===== config.mk =====
export PLATFORM = sky130hd
export DESIGN_NAME = y86_fde_core
export DESIGN_NICKNAME = d
export VERILOG_FILES = /design/src/rtl/y86_fde_core.sv
export SDC_FILE = /design/constraint.sdc
export NUM_CORES = 1
export LEC_CHECK = 0
export ABC_AREA = 1
export BUFFER_PORTS_ARGS = -buffer_cell sky130_fd_sc_hd__buf_4
export CAP_MARGIN = 20
export CORE_MARGIN = 10
export CORE_UTILIZATION = 30
export DETAILED_ROUTE_END_ITERATION = 8
export PLACE_DENSITY = 0.64
export SETUP_SLACK_MARGIN = 0.3
export SLEW_MARGIN = 20
export SYNTH_ARGS = -nofsm -noshare
export SYNTH_HDL_FRONTEND = slang
export SYNTH_SLANG_ARGS = --single-unit
export TNS_END_PERCENT = 50

===== constraint.sdc =====
create_clock -name clk -period 7.1 [get_ports clk]
set_input_delay 0.71 -clock clk [delete_from_list [all_inputs] [get_ports clk]]
set_output_delay 0.71 -clock clk [all_outputs]
set_load 0.1 [all_outputs]

===== src/rtl/y86_fde_core.sv =====
// Single-cycle Y86-64 fetch/decode/execute datapath with the condition-code register.
// Everything is combinational except cc_o, which latches ALU flags after a valid OPq.
module y86_fde_core (
  input  logic        clk,
  input  logic        rst,
  input  logic [63:0] pc_i,
  input  logic [79:0] ins_i,
  input  logic        imem_err_i,
  input  logic [63:0] valA_i,
  input  logic [63:0] valB_i,
  output logic [3:0]  icode_o,
  output logic [3:0]  ifun_o,
  output logic [3:0]  rA_o,
  output logic [3:0]  rB_o,
  output logic [63:0] valC_o,
  output logic [63:0] valP_o,
  output logic        instr_valid_o,
  output logic        need_regids_o,
  output logic        need_valC_o,
  output logic [3:0]  srcA_o,
  output logic [3:0]  srcB_o,
  output logic [3:0]  dstE_o,
  output logic [3:0]  dstM_o,
  output logic [63:0] valE_o,
  output logic        set_cc_o,
  output logic [2:0]  cc_o,
  output logic        Cnd_o
);
  localparam logic [3:0] I_HALT = 4'h0, I_NOP = 4'h1, I_RRMOV = 4'h2, I_IRMOV = 4'h3,
                         I_RMMOV = 4'h4, I_MRMOV = 4'h5, I_OPQ = 4'h6, I_JXX = 4'h7,
                         I_CALL = 4'h8, I_RET = 4'h9, I_PUSH = 4'hA, I_POP = 4'hB;
  localparam logic [3:0] R_RSP = 4'h4, R_NONE = 4'hF;

  logic [7:0]  byte_w [10];
  logic [63:0] c_reg, c_nor;
  logic        ok, zf, sf, of, cond;
  logic [1:0]  alu_fn;
  logic [63:0] aluA, aluB, alu_res;
  logic        ovf;
  logic [2:0]  cc_d, cc_q;

  always_comb begin
    for (int k = 0; k < 10; k++) byte_w[k] = ins_i[79-8*k -: 8];
    // valC is little-endian: lowest byte sits right after the opcode/register bytes
    for (int k = 0; k < 8; k++) begin
      c_reg[8*k +: 8] = byte_w[k+2];
      c_nor[8*k +: 8] = byte_w[k+1];
    end
  end

  assign icode_o = byte_w[0][7:4];
  assign ifun_o  = byte_w[0][3:0];
  assign rA_o    = byte_w[1][7:4];
  assign rB_o    = byte_w[1][3:0];

  always_comb begin
    need_regids_o = icode_o inside {I_RRMOV, I_IRMOV, I_RMMOV, I_MRMOV, I_OPQ, I_PUSH, I_POP};
    need_valC_o   = icode_o inside {I_IRMOV, I_RMMOV, I_MRMOV, I_JXX, I_CALL};
    unique case (icode_o)
      I_OPQ:          instr_valid_o = (ifun_o <= 4'd3);
      I_RRMOV, I_JXX: instr_valid_o = (ifun_o <= 4'd6);
      I_HALT, I_NOP, I_IRMOV, I_RMMOV, I_MRMOV, I_CALL, I_RET, I_PUSH, I_POP:
                      instr_valid_o = (ifun_o == 4'd0);
      default:        instr_valid_o = 1'b0;
    endcase
  end

  assign valC_o = !need_valC_o ? 64'd0 : (need_regids_o ? c_reg : c_nor);
  assign valP_o = pc_i + 64'd1 + {63'd0, need_regids_o} + (need_valC_o ? 64'd8 : 64'd0);
  assign ok     = instr_valid_o && !imem_err_i;

  // Condition uses the registered flags, i.e. those of an earlier OPq
  assign {zf, sf, of} = cc_q;
  always_comb begin
    unique case (ifun_o)
      4'd0:    cond = 1'b1;
      4'd1:    cond = (sf ^ of) | zf;
      4'd2:    cond = sf ^ of;
      4'd3:    cond = zf;
      4'd4:    cond = !zf;
      4'd5:    cond = !(sf ^ of);
      4'd6:    cond = !(sf ^ of) && !zf;
      default: cond = 1'b0;
    endcase
    Cnd_o = (icode_o == I_RRMOV || icode_o == I_JXX) ? cond : 1'b0;
  end

  always_comb begin
    srcA_o = R_NONE;
    srcB_o = R_NONE;
    dstE_o = R_NONE;
    dstM_o = R_NONE;
    if (ok) begin
      if (icode_o inside {I_RRMOV, I_RMMOV, I_OPQ, I_PUSH}) srcA_o = rA_o;
      else if (icode_o inside {I_RET, I_POP})               srcA_o = R_RSP;
      if (icode_o inside {I_RMMOV, I_MRMOV, I_OPQ})          srcB_o = rB_o;
      else if (icode_o inside {I_CALL, I_RET, I_PUSH, I_POP}) srcB_o = R_RSP;
      if (icode_o inside {I_IRMOV, I_OPQ} || (icode_o == I_RRMOV && Cnd_o)) dstE_o = rB_o;
      else if (icode_o inside {I_CALL, I_RET, I_PUSH, I_POP})              dstE_o = R_RSP;
      if (icode_o inside {I_MRMOV, I_POP}) dstM_o = rA_o;
    end
  end

  always_comb begin
    unique case (icode_o)
      I_RRMOV, I_OPQ:           aluA = valA_i;
      I_IRMOV, I_RMMOV, I_MRMOV: aluA = valC_o;
      I_CALL, I_PUSH:           aluA = -64'sd8;
      I_RET, I_POP:             aluA = 64'd8;
      default:                  aluA = 64'd0;
    endcase
    aluB   = (icode_o inside {I_RMMOV, I_MRMOV, I_OPQ, I_CALL, I_RET, I_PUSH, I_POP}) ? valB_i : 64'd0;
    alu_fn = (icode_o == I_OPQ) ? ifun_o[1:0] : 2'd0;
    unique case (alu_fn)
      2'd0:    alu_res = aluB + aluA;
      2'd1:    alu_res = aluB - aluA;
      2'd2:    alu_res = aluB & aluA;
      default: alu_res = aluB ^ aluA;
    endcase
    unique case (alu_fn)
      2'd0:    ovf = (aluA[63] == aluB[63]) && (alu_res[63] != aluA[63]);
      2'd1:    ovf = (aluA[63] != aluB[63]) && (alu_res[63] != aluB[63]);
      default: ovf = 1'b0;
    endcase
  end

  assign valE_o   = ok ? alu_res : 64'd0;
  assign set_cc_o = ok && (icode_o == I_OPQ);
  assign cc_d     = set_cc_o ? {alu_res == 64'd0, alu_res[63], ovf} : cc_q;
  assign cc_o     = cc_q;

  always_ff @(posedge clk or posedge rst) begin
    if (rst) cc_q <= 3'b100;
    else     cc_q <= cc_d;
  end
endmodule


==> flow_summary.yaml, run 1 <==
min_path:
  hold_class: "input pin to async pin"
synth:
  synth-seq-cells: 3
  syn_area_sq_um: 14320
  synthTopCellsByArea: "nand2_1, inv_1, ha_1"
  async_flop_share: 1.000
  synth_top_area_cell: "nand2_1"
  synthDistinctLibCells: 53
  ys.flop_type: "dfrtp_1"
  ys.warnings.count: 0
  synth-edff-count: 0
  yosysSeqAreaShare: 0.005329
  synth_cells: 2861
  syn_avg_cell_area_sq_um: 5.006
  synth_fp_nets: 3268
  yosysTopAreaCellShare: 0.2008
setup_path:
  reg2reg_depth: 2
  critPathMaxStageDelay_ns: 0.38
  critPathSlowestCell: "ha_1"
  end_kind: "output port"
  worstSetupPathType: "input pin to output port"
  crit_required_ns: 6.39
  worstSetupStartpointType: "input pin"
  worstPathMaxFanout: 47
  crit_top_cell: "nand2_1"
  cp.arrival_ns: 5.82
global_routing:
  antenna_found_initial: 0
  grt_max_degree: 66
  grt_overflow_total: 0
  grtUsageTotal: 0.2744
  grt_pass1_vias: 19910
  grt_pass1_wl_mm: 121.1
detailed_routing:
  avgRoutedWirePerCell_um: 20.92
  viasPerCell: 5.213
  drc: 0
  drt_iter0_drc: 1863
  drt_wl_total_mm: 82.69
  vias: 20610
  ant_nets: 0
  drtPass1Iterations: 6
floorplanning:
  start_util: 0.3019
  chipHeight_um: 238.5
  floorplan.rows: 80
  die_w_um: 238.5
  fp.coreArea_sq_um: 47450
  io_pins: 507
  die_area_sq_um: 56880
clock_tree:
  path_clk_slew_ns: 0.03
  htree_levels: 1
  cts_buffers: 3
  cts_tree: "done"
  clock_latency_ns: 0.22
  cts_root_buffer: "clkbuf_16"
  cts.path.max_buffers: 2
  clkSinkCount: 3
timing:
  fmaxAchievable_mhz: 153.0
  skew_ns: 0
  rsz0062_at_grt: "yes"
  drv_slew: 0
  worst_slack_ns: 0.5651
  tns_ns: 0
  worst_slew_margin_rel: 0.3608
  finalHoldViolCount: 0
  period_needed_ns: 6.535
  setup-violations-final: 0
  worst_pin_slew_ns: 0.9588
  fin_crit_sh: 0.9204
layout:
  area_growth_pct: 37.43
  layout_commonest_cell: "nand2_1"
  antennaDiodeCount: 0
  n_fill_cell: 5455
  nets: 3746
  largest_reg_flops: 3
  mostFrequentLayoutCells: "nand2_1, buf_4, inv_1"
  drive_gt1_frac: 0.2241
run:
  drv_cap: 0
place:
  io_buffers: 506
  dp_slack_ns: 0.2453
  routabilityCongestion: 1.101
  place_hpwl_mm: 72.52
power_and_ir_drop:
  power.leakage_nw: 11.24
  peakVddDrop_mv: 0.07478
  pwr_density_cell_nw_per_um2: 105.6
status:
  status: "finished clean"
==> synth_stat cells (3+ instances only) <==
library cell	instances
buf_2	25
ha_1	131
or2_2	10
nor2_1	387
o22ai_1	13
nor3_1	42
buf_4	17
and3_1	5
nor4_1	24
a31oi_1	10
buf_1	7
buf_6	8
a21oi_1	200
o21ai_0	108
clkbuf_1	44
nor2_4	3
a22o_1	21
inv_1	505
nand4_1	45
xor2_1	89
nand2_1	766
a21o_1	8
nand3_2	7
o211ai_1	3
o21bai_1	11
o21ai_1	14
nand2_2	18
xnor2_1	37
nand3b_1	10
nor2_2	10
o21a_1	9
nand3_1	239
inv_2	7
==> worst paths after layout <==
path | from | to | slack, ns
max in group asynchronous | rst | cc_o[2] | 6.53
worst max register to register | cc_o[2] | cc_o[2] | 6.36
worst min-delay path | rst | cc_o[1] | 0.36
worst min register to register | cc_o[2] | cc_o[2] | 0.51
min in group clk | cc_o[2] | cc_o[2] | 0.51
worst max-delay path | ins_i[76] | valE_o[61] | 0.57
==> repair_timing <==
item                       4_1_cts  5_1_grt
hold buffers                     0        0
setup endpoints to repair        8       37
resized for setup                3      126
pin swaps                        1       14
buffers inserted                 2        5
cloned                           0        1
==> metrics by stage <==
stage / cells / hold WS (ns) / power [mW] / util / area (sq um)
after floorplan: 2861 / 0.4629 / 1.310 / - / 14420
after global placement: 3941 / 0.4873 / 1.918 / 0.4007 / 19010
after detailed placement: 3941 / 0.4827 / 1.911 / 0.4007 / 19010
after CTS: 3947 / 0.3617 / 2.010 / 0.4030 / 19120
after global routing: 3953 / 0.3709 / 2.224 / 0.4149 / 19680
final: 3953 / 0.3622 / 2.078 / 0.4149 / 19680
==> cells by family after synthesis <==
logic type / after synthesis / share of synthesized area
buf+inv: 615 / 0.1720
compound gates: 412 / 0.1616
xor+xnor: 126 / 0.07705
fa+ha+maj: 132 / 0.1158
flops: 3 / 0.005329
simple gates: 1573 / 0.4682
==> per-layer routing <==
| layer | wire, um | GRT usage |
|---|---|---|
| met1 | 33260 | 0.3388 |
| met2 | 37200 | 0.4509 |
| met3 | 7191 | 0.04472 |
| met4 | 5041 | 0.1435 |
| met5 | 0 | 0 |
==> worst max-delay path: cells and delay by family <==
family,cells,cell delay (ns)
buffers and inverters,9,1.55
adder cells (fa/ha/maj),1,0.38
XOR/XNOR,1,0.19
AND/OR/NAND/NOR,18,2.47
AO/OA/AOI/OAI,3,0.49
==> final cells by class <==
type,instances,area [sq um],area share
clock buffers,4,78.83,0.004005
inverters,514,1929,0.09802
multi-input cells,2243,12340,0.6269
flip-flops and latches,3,76.32,0.003877
well taps,615,769.5,0.03909
repair buffers,574,4489,0.2281
==> power breakdown <==
group          switching (mW)  leakage, nW  internal (mW)
Sequential           0.000771       0.0379         0.0181
Combinational            1.42         11.2          0.554
Clock                  0.0159       0.0382         0.0742
Total                    1.43         11.2          0.646
Power figures use the tool's default switching activity.
==> inputs of run 2 (changes only) <==
clock period = 8.19 ns   (was 7.1 ns; I/O delays follow)
==> run 2 against run 1 <==
Flip-flop and latch count is the same. Highest routed layer unchanged. Hold slack gained 0.10 ns. Largest cell class unchanged. Worst setup slack gained 0.22 ns. Clock power shrank 14%.
==> flow_summary.yaml, run 2 (synthesis results as in run 1) <==
detailed_routing:
  viasPerCell: 5.139
  drc: 0
  vias: 20070
  drt_iter0_drc: 1757
  avgRoutedWirePerCell_um: 21.27
  drtPass1Iterations: 6
  ant_nets: 0
  drt_wl_total_mm: 83.06
power_and_ir_drop:
  intPower_mw: 0.5234
  swShare: 0.6987
  combPwrFrac: 0.946
  seqPwrFrac: 0.009
  power.leakage_nw: 10.86
  peakVddDrop_mv: 0.08323
  switching_power_mw: 1.214
  clkPwrFrac: 0.045
  pwr_density_cell_nw_per_um2: 93.01
setup_path:
  worstSetupStartpointType: "input pin"
  worstSetupPathType: "input pin to output port"
  critPathSlowestCell: "ha_1"
  critPathMaxStageDelay_ns: 0.42
  r2r_setup_slack_ns: 7.45
  crit_required_ns: 7.37
  end_kind: "output port"
  crit_top_cell: "nand2_1"
  cp.arrival_ns: 6.59
  worstPathMaxFanout: 28
timing:
  setup-violations-final: 0
  worst_pin_slew_ns: 1.131
  fin_crit_sh: 0.9041
  skew_ns: 0
  worst_slew_margin_rel: 0.2457
  tns_ns: 0
  finalHoldViolCount: 0
  drv_slew: 0
  fmaxAchievable_mhz: 135.1
  period_needed_ns: 7.404
  rsz0062_at_grt: "no"
floorplanning:
  die_area_sq_um: 56880
  fp.coreArea_sq_um: 47450
  floorplan.rows: 80
  die_w_um: 238.5
  io_pins: 507
  start_util: 0.3019
  chipHeight_um: 238.5
layout:
  multi_input_area_sq_um: 11820
  largest_reg_flops: 3
  antennaDiodeCount: 0
  regArea_sq_um: 76.32
  layout_commonest_cell: "nand2_1"
  nets: 3698
  drive_gt1_frac: 0.1836
  n_fill_cell: 5552
  mostFrequentLayoutCells: "nand2_1, buf_4, inv_1"
  area_growth_pct: 30.38
  instances_no_fill: 3905
clock_tree:
  cts_tree: "done"
  path_clk_slew_ns: 0.03
  cts_buffers: 3
  postCtsHoldBufs: 0
  cts.path.max_buffers: 2
  clock_latency_ns: 0.22
  clkSinkCount: 3
  htree_levels: 1
  cts_root_buffer: "clkbuf_16"
  ctsResizeCount: 0
  cts_setup_buffers: 0
run:
  drv_cap: 0
global_routing:
  grt_max_degree: 97
  antenna_found_initial: 0
  grtUsageTotal: 0.2762
  grt_pass1_wl_mm: 121.2
  grt_overflow_total: 0
  grt_pass1_vias: 19290
place:
  routabilityCongestion: 1.029
  io_buffers: 506
  placed_cells: 3901
  place_hpwl_mm: 72.85
status:
  status: "finished clean"
min_path:
  hold_class: "input pin to async pin"
## run 2: power groups by stage
stage / combinational (mW) / sequential, mW / clock [mW]
2_1_floorplan: 1.11 / 0.0218 / 0
3_3_place_gp: 1.62 / 0.0165 / 0
3_5_place_dp: 1.61 / 0.0165 / 0
4_1_cts: 1.62 / 0.0164 / 0.0785
5_1_grt: 1.76 / 0.0165 / 0.0810
6_report: 1.64 / 0.0164 / 0.0778
## run 2: path summary, 6_finish.rpt
path | startpoint | endpoint | cells past startpoint
setup / recovery | ins_i[76] | valE_o[62] | 30
hold / removal | rst | cc_o[1] | 2
setup reg to reg | cc_o[2] | cc_o[2] | 2
hold reg to reg | cc_o[2] | cc_o[2] | 2
max in group asynchronous | rst | cc_o[2] | 2
min in group clk | cc_o[2] | cc_o[2] | 2
## run 2: cell type report
type | instances | area share
Inverter | 514 | 0.1033
Sequential cell | 3 | 0.004087
Multi-Input combinational cell | 2243 | 0.6330
Clock buffer | 4 | 0.004221
Timing Repair Buffer | 526 | 0.2141
Tap cell | 615 | 0.04121
## run 2: worst max-delay path: cells and delay by family
kind	cells	cell delay [ns]
AO/OA/AOI/OAI	4	0.84
XOR/XNOR	1	0.16
adder cells (fa/ha/maj)	1	0.42
buffers and inverters	6	1.05
AND/OR/NAND/NOR	18	3.26
## run 2: stage by stage
step / setup slack [ns] / total power, mW / hold slack [ns] / utilization / area [sq um]
after floorplan: 0.2551 / 1.131 / 0.5719 / - / 14330
after global placement: 0.7279 / 1.641 / 0.4823 / 0.3918 / 18590
after detailed placement: 0.7107 / 1.631 / 0.4880 / 0.3918 / 18590
after CTS: 0.6903 / 1.717 / 0.4673 / 0.3935 / 18670
after global routing: 0.3945 / 1.862 / 0.4736 / 0.3936 / 18670
final: 0.7855 / 1.737 / 0.4667 / 0.3936 / 18670
## run 2: metal layers
metal | track usage | part of all wire
met2 | 0.4538 | 0.45
met1 | 0.3586 | 0.43
met4 | 0.08447 | 0.036
met3 | 0.05060 | 0.085
met5 | 0 | 0
